## src/rtl/psk_frame_scheduler.sv

```systemverilog
// PSK frame scheduler: buffers 16-bit sequence words and steps them out MSB first, one symbol per SYM_DIV+1 clocks,
// aligning each symbol advance to a carrier zero crossing (with timeout). Optional differential encoding: PSK_DIFF_ENC_EN.
module psk_frame_scheduler #(
    parameter int SYM_DIV = 9765,
    parameter int ZC_WIN  = 50
) (
    input  logic        clk_100M,
    input  logic        rst_n,
    input  logic        enable,
    input  logic [15:0] word_in,
    input  logic        word_valid,
    output logic        word_ready,
    input  logic [15:0] carrier,
    output logic [15:0] sequenceCode,
    output logic [3:0]  sym_idx,
    output logic        sym_bit,
    output logic        sym_strobe,
    output logic        busy,
    output logic        underrun
);

    localparam int CW = $clog2(SYM_DIV + 2);

    typedef enum logic [2:0] {IDLE, LOAD, WAIT_TICK, WAIT_ZC, ADVANCE} state_t;

    state_t          state, nxt;
    logic [15:0]     fifo_mem [2];
    logic            wr_ptr, rd_ptr, rdy_en;
    logic [1:0]      fifo_cnt;
    logic            push, pop, fifo_empty;
    logic [CW-1:0]   sym_cnt, zc_cnt;
    logic            tick, zc_timeout, in_win;
    logic signed [16:0] zc_diff, zc_abs;
    logic [15:0]     head, enc;
    logic            strobe_nxt, underrun_nxt;

    // word_ready stays low until the first edge after reset release
    assign word_ready = rdy_en & (fifo_cnt != 2'd2);
    assign push       = word_valid & word_ready;
    assign pop        = (state == LOAD);
    assign fifo_empty = (fifo_cnt == 2'd0);
    assign head       = fifo_mem[rd_ptr];

    always_ff @(posedge clk_100M or negedge rst_n) begin
        if (!rst_n) begin
            rdy_en   <= 1'b0;
            wr_ptr   <= 1'b0;
            rd_ptr   <= 1'b0;
            fifo_cnt <= 2'd0;
        end else begin
            rdy_en <= 1'b1;
            if (push) wr_ptr <= ~wr_ptr;
            if (pop)  rd_ptr <= ~rd_ptr;
            fifo_cnt <= fifo_cnt + 2'(push) - 2'(pop);
        end
    end

    always_ff @(posedge clk_100M) begin
        if (push) fifo_mem[wr_ptr] <= word_in;
    end

    // Window test done signed so carriers below mid-scale cannot wrap
    assign zc_diff = $signed({1'b0, carrier}) - 17'sd32767;
    assign zc_abs  = (zc_diff < 0) ? -zc_diff : zc_diff;
    assign in_win  = (zc_abs <= $signed(17'(ZC_WIN)));

    assign tick       = (sym_cnt == CW'(SYM_DIV));
    assign zc_timeout = (zc_cnt == CW'(SYM_DIV));

`ifdef PSK_DIFF_ENC_EN
    logic prev_bit;
    always_comb begin
        logic b;
        enc = '0;
        b   = prev_bit;
        for (int i = 15; i >= 0; i--) begin
            b      = head[i] ^ b;
            enc[i] = b;
        end
    end

    always_ff @(posedge clk_100M or negedge rst_n) begin
        if (!rst_n)
            prev_bit <= 1'b0;
        else if (nxt == IDLE && state != IDLE)
            prev_bit <= 1'b0;
        else if (state == ADVANCE && sym_idx == 4'd0)
            prev_bit <= sequenceCode[0];
    end
`else
    assign enc = head;
`endif

    always_ff @(posedge clk_100M or negedge rst_n) begin
        if (!rst_n) state <= IDLE;
        else        state <= nxt;
    end

    always_comb begin
        nxt = state;
        case (state)
            IDLE:      if (enable && !fifo_empty) nxt = LOAD;
            LOAD:      nxt = WAIT_TICK;
            WAIT_TICK: if (tick) nxt = in_win ? ADVANCE : WAIT_ZC;
            WAIT_ZC:   if (in_win || zc_timeout) nxt = ADVANCE;
            ADVANCE: begin
                if (sym_idx != 4'd0)            nxt = WAIT_TICK;
                else if (enable && !fifo_empty) nxt = LOAD;
                else                            nxt = IDLE;
            end
            default:   nxt = IDLE;
        endcase
    end

    always_comb begin
        busy         = (state != IDLE);
        sym_bit      = busy ? sequenceCode[sym_idx] : 1'b0;
        strobe_nxt   = (state == LOAD) || (state == ADVANCE && sym_idx != 4'd0);
        underrun_nxt = (state == ADVANCE) && (sym_idx == 4'd0) && enable && fifo_empty;
    end

    // Counter restarts when LOAD is entered so the LOAD cycle is count 0 of the first symbol
    always_ff @(posedge clk_100M or negedge rst_n) begin
        if (!rst_n) begin
            sym_cnt      <= '0;
            zc_cnt       <= '0;
            sequenceCode <= 16'h0000;
            sym_idx      <= 4'd15;
            sym_strobe   <= 1'b0;
            underrun     <= 1'b0;
        end else begin
            sym_cnt    <= (state == IDLE || nxt == LOAD || tick) ? '0 : sym_cnt + CW'(1);
            zc_cnt     <= (state == WAIT_ZC) ? zc_cnt + CW'(1) : '0;
            sym_strobe <= strobe_nxt;
            underrun   <= underrun_nxt;
            if (state == LOAD) begin
                sequenceCode <= enc;
                sym_idx      <= 4'd15;
            end else if (state == ADVANCE) begin
                if (sym_idx != 4'd0)  sym_idx <= sym_idx - 4'd1;
                else if (nxt == IDLE) sym_idx <= 4'd15;
            end
        end
    end

endmodule

```

## config.mk

```make
export PLATFORM = sky130hd
export DESIGN_NAME = psk_frame_scheduler
export DESIGN_NICKNAME = d
export VERILOG_FILES = /design/src/rtl/psk_frame_scheduler.sv
export SDC_FILE = /design/constraint.sdc
export NUM_CORES = 1
export LEC_CHECK = 0
export ABC_CLOCK_PERIOD_IN_PS = 2400
export CORE_MARGIN = 2
export CORE_UTILIZATION = 35
export CTS_CLUSTER_DIAMETER = 150
export DETAILED_ROUTE_END_ITERATION = 7
export PLACE_DENSITY_LB_ADDON = 0.15
export RECOVER_POWER = 100
export SYNTH_ARGS = -nofsm -noshare
export SYNTH_HDL_FRONTEND = slang
export SYNTH_SLANG_ARGS = --single-unit
```

## constraint.sdc

```tcl
create_clock -name clk_100M -period 2.4 [get_ports clk_100M]
set_clock_uncertainty 0.1 [all_clocks]
set_input_delay 0.6 -clock clk_100M [delete_from_list [all_inputs] [get_ports clk_100M]]
set_output_delay 0.6 -clock clk_100M [all_outputs]
set_load 0.01 [all_outputs]
```

==> impl_results.md, run 1 <==
* RSZ-0062 raised after global routing: true
* Total congestion overflow at 0
* Total of buffers placed on input and output ports at 60
* Number of DRC markers after the initial detailed-route iteration at 199
* Internal power summed over all cells at 2.88 mW
* Clock-pin slew on the worst setup and hold paths at 0.07 ns
* Endpoint required time on the critical path at 1.70 ns
* CTS Root Buffer Type: clkbuf_16
* RD Place Congestion at 0.795
* Mean Syn Cell Area at 10.4 um^2
* Maximum number of pins on one net before global-route repair at 37
* Global-route wire length before repair at 18500 um
* Worst-path maximum fanout at 7
* Starting density of the core at 0.361
* Max_slew headroom at 0.246
* Time the worst path needs with I/O delays and setup at 3.01 ns
* End of the worst register-to-register path: state[0]
* Vias after detailed routing at 3913
* Post-synth top area share at 0.281
* Number of flops mapped to enable cells by yosys at 32
* Pre-CTS setup slack at -0.935 ns
* Leading cell type in the layout, fill and taps excluded: buf_4
* Clock tree from TritonCTS: built
* Number of slew-limit violations in the final report at 0
* Maximum clock frequency at 333 MHz
* Class of the tightest hold or removal check: in -> async
* Result of the run: finished with violations
* Number of violations of the max-capacitance limit at 0
* Violations in the final reports: negative setup slack
* Detail-routed net length per standard cell at 14.2 um
* Clk Latency, worst-skew pair at 0.34 ns
* Clock power frac at 0.339
* Initial antenna violation count at 0
* Core Region at 0.0133 mm^2
* Layout fillers at 1290
* Clock Tree Buf Depth at 2
* Die outline width at 121 um
* Tightest Pin Transition at 1.13 ns
* Data arrival, critical path at 2.31 ns
* Number of remaining DRC errors at 0
* Number of diodes at 0
* Cell row count at 42
* # IOs at 61
* Post-CTS Hold Fix Bufs at 0
* Cell area power density at 609 mW/mm^2
* Cts bufs inserted at 9
* Global-route usage over all layers at 0.159
* Mapped Area at 0.00481 mm^2
* Register share of total power at 0.480
* Final hold violation count at 0
* Post-synth net total at 509
* Setup crit start kind: flop
* Leakage power at 2.76 nW
* Mean number of vias per cell at 5.02
* Cell taking the most area after synthesis: dfrtp_1
* DIE HEIGHT at 121 um
* Worst-case setup margin in the final layout at -0.607 ns
* Number of nets in the layout at 644
* Warnings from Yosys at 0
* Proportion of layout cells with a drive suffix above 1 at 0.262
* Total of flip-flops plus latches after synthesis at 90
* Final standard cell count with taps included and fillers excluded at 780
* Comb pwr share at 0.181
* Most area-consuming cells after synthesis: dfrtp_1, edfxtp_1, nor2_1
* Gate count of the mapped netlist at 464
* Count of final setup violators at 5
* Final Cycle Share at 1.25
* Switch Pwr at 1.12 mW
* Number of iterations in the first detailed-routing pass at 4
* Share of the core filled with cells at 0.492
* Worst supply voltage drop on vdd at 454 uV
* Vias in the first global route at 3858
* Area growth from synthesis to layout at 36.5%
* Inst Count DP at 753
* Remaining number of nets flagged by the antenna check after routing at 0
* DP HPWL at 8090 um
* Crit. End Element: primary output
* Async SR Flop Fraction at 0.644
* Classification of the worst setup path: reg -> out
* Fraction of power spent switching nets at 0.279
* Die ar. at 0.0147 mm^2
* Cell variety after synth at 70
* Worst R2R Path Depth at 7
* Reg-to-Reg Start: sym_cnt[4]
* Clock H-tree levels at 3
* Share of the yosys chip area belonging to registers at 0.502
* Most frequent cells in the layout: buf_4, nor2_1, dfrtp_1
* Clock net sink count at 90
* Register-to-register setup slack at 0.17 ns
* Wire length reported by the detailed router at 11100 um
* Total Power Consumption at 4.00 mW
* Most common flop cell mapped by yosys: dfrtp_1
## worst max-delay path, stage by stage, from the launching register on
cell and delay (ns):
dfstp_2 0.64, mux4_2 0.54, mux4_2 0.52, and2_4 0.16
buf_6 0.11
## synth_stat cells (3+ instances only)
| cell | count |
|---|---|
| nand2_1 | 26 |
| dfstp_2 | 4 |
| or3_1 | 6 |
| o211ai_1 | 3 |
| edfxtp_1 | 32 |
| nand2b_1 | 3 |
| a21oi_1 | 28 |
| a31oi_1 | 4 |
| mux4_2 | 5 |
| inv_1 | 11 |
| dfrtp_1 | 54 |
| nor3b_1 | 5 |
| ha_1 | 9 |
| and2_1 | 4 |
| buf_6 | 3 |
| nand3_1 | 29 |
| o21ai_0 | 16 |
| xor2_1 | 19 |
| nand4_1 | 9 |
| and3_1 | 12 |
| mux2i_1 | 17 |
| nor2_1 | 71 |
| xnor2_1 | 15 |
| nor4_1 | 4 |
| clkbuf_1 | 9 |
| nor3_1 | 6 |
| buf_2 | 5 |
| o31ai_1 | 4 |
## cell families (layout without fill, tap and decap cells)
kind of cell / after synthesis / in the layout / synth area share
AOI/OAI and AO/OA: 80 / 80 / 0.112
buffers and inverters: 30 / 170 / 0.0299
muxes: 22 / 22 / 0.0587
other: 1 / 1 / 0.000779
DFF: 90 / 90 / 0.502
adders and majority gates: 9 / 9 / 0.0234
xor gates and xnor gates: 34 / 34 / 0.0619
and+or+nand+nor: 198 / 198 / 0.211
## through the flow
step / TNS, ns / area [um^2] / hold WS [ns]
2_1_floorplan: -0.440 / 4880 / 0.204
3_3_place_gp: -3.19 / 6140 / 0.375
3_5_place_dp: -3.40 / 6140 / 0.381
4_1_cts: -0.907 / 6580 / 0.143
5_1_grt: -1.38 / 6570 / 0.406
6_report: -0.825 / 6570 / 0.363
## power groups by stage
stage                     Combinational (mW)  Clock (mW)  Sequential, mW
after global routing                   0.817        1.46            1.95
after detailed placement               0.715           0            1.95
after global placement                 0.694           0            1.94
after floorplan                        0.394           0            1.93
final                                  0.724        1.36            1.92
after CTS                              0.734        1.39            1.92
## worst max-delay path by stage
stage | startpoint | to | slack, ns | depth (start not counted)
detailed placement | carrier[0] | state[2] | -0.93 | 10
global route | sym_idx[0] | sym_bit | -0.69 | 4
global placement | carrier[0] | state[1] | -0.87 | 10
finish | sym_idx[0] | sym_bit | -0.61 | 4
floorplan | carrier[5] | state[2] | -0.13 | 10
CTS | sym_idx[0] | sym_bit | -0.63 | 4
## final cells by class
cell class	count	area, um^2	share of cell area
multi-input combinational	344	2430	0.370
sequential	90	2420	0.368
timing repair buffer	143	1170	0.178
clock buffer	9	225	0.0343
tap	176	220	0.0335
clock inverter	7	67.6	0.0103
inverter	11	41.3	0.00629
## flip-flops by register name, summed over array words and instances (netlist names)
register	count
fifo_cnt	2
fifo_mem	32
rd_ptr	1
rdy_en	1
sequenceCode	16
state	3
sym_cnt	14
sym_idx	4
sym_strobe	1
underrun	1
wr_ptr	1
zc_cnt	14
## routing by layer
metal | vias to the layer above | wire length (um) | track usage
li1 | 1960 | - | -
met1 | 1886 | 5150 | 0.211
met2 | 59 | 5440 | 0.265
met3 | 8 | 374 | 0.0343
met4 | 0 | 101 | 0.0417
met5 | - | 0 | 0
## timing repair
action | in CTS | in global routing
setup buffers | 8 | 3
pin swaps | 21 | 15
endpoints found under the setup margin | 5 | 6
gates resized for setup | 64 | 29
No activity file was read; power rests on OpenSTA's default activity.
==> inputs of run 2 (changes only) <==
Settings changed: GPL_ROUTABILITY_DRIVEN from default to 1.
==> results of run 2 <==
Final layout, timing and power as in run 1 (identical DEF).
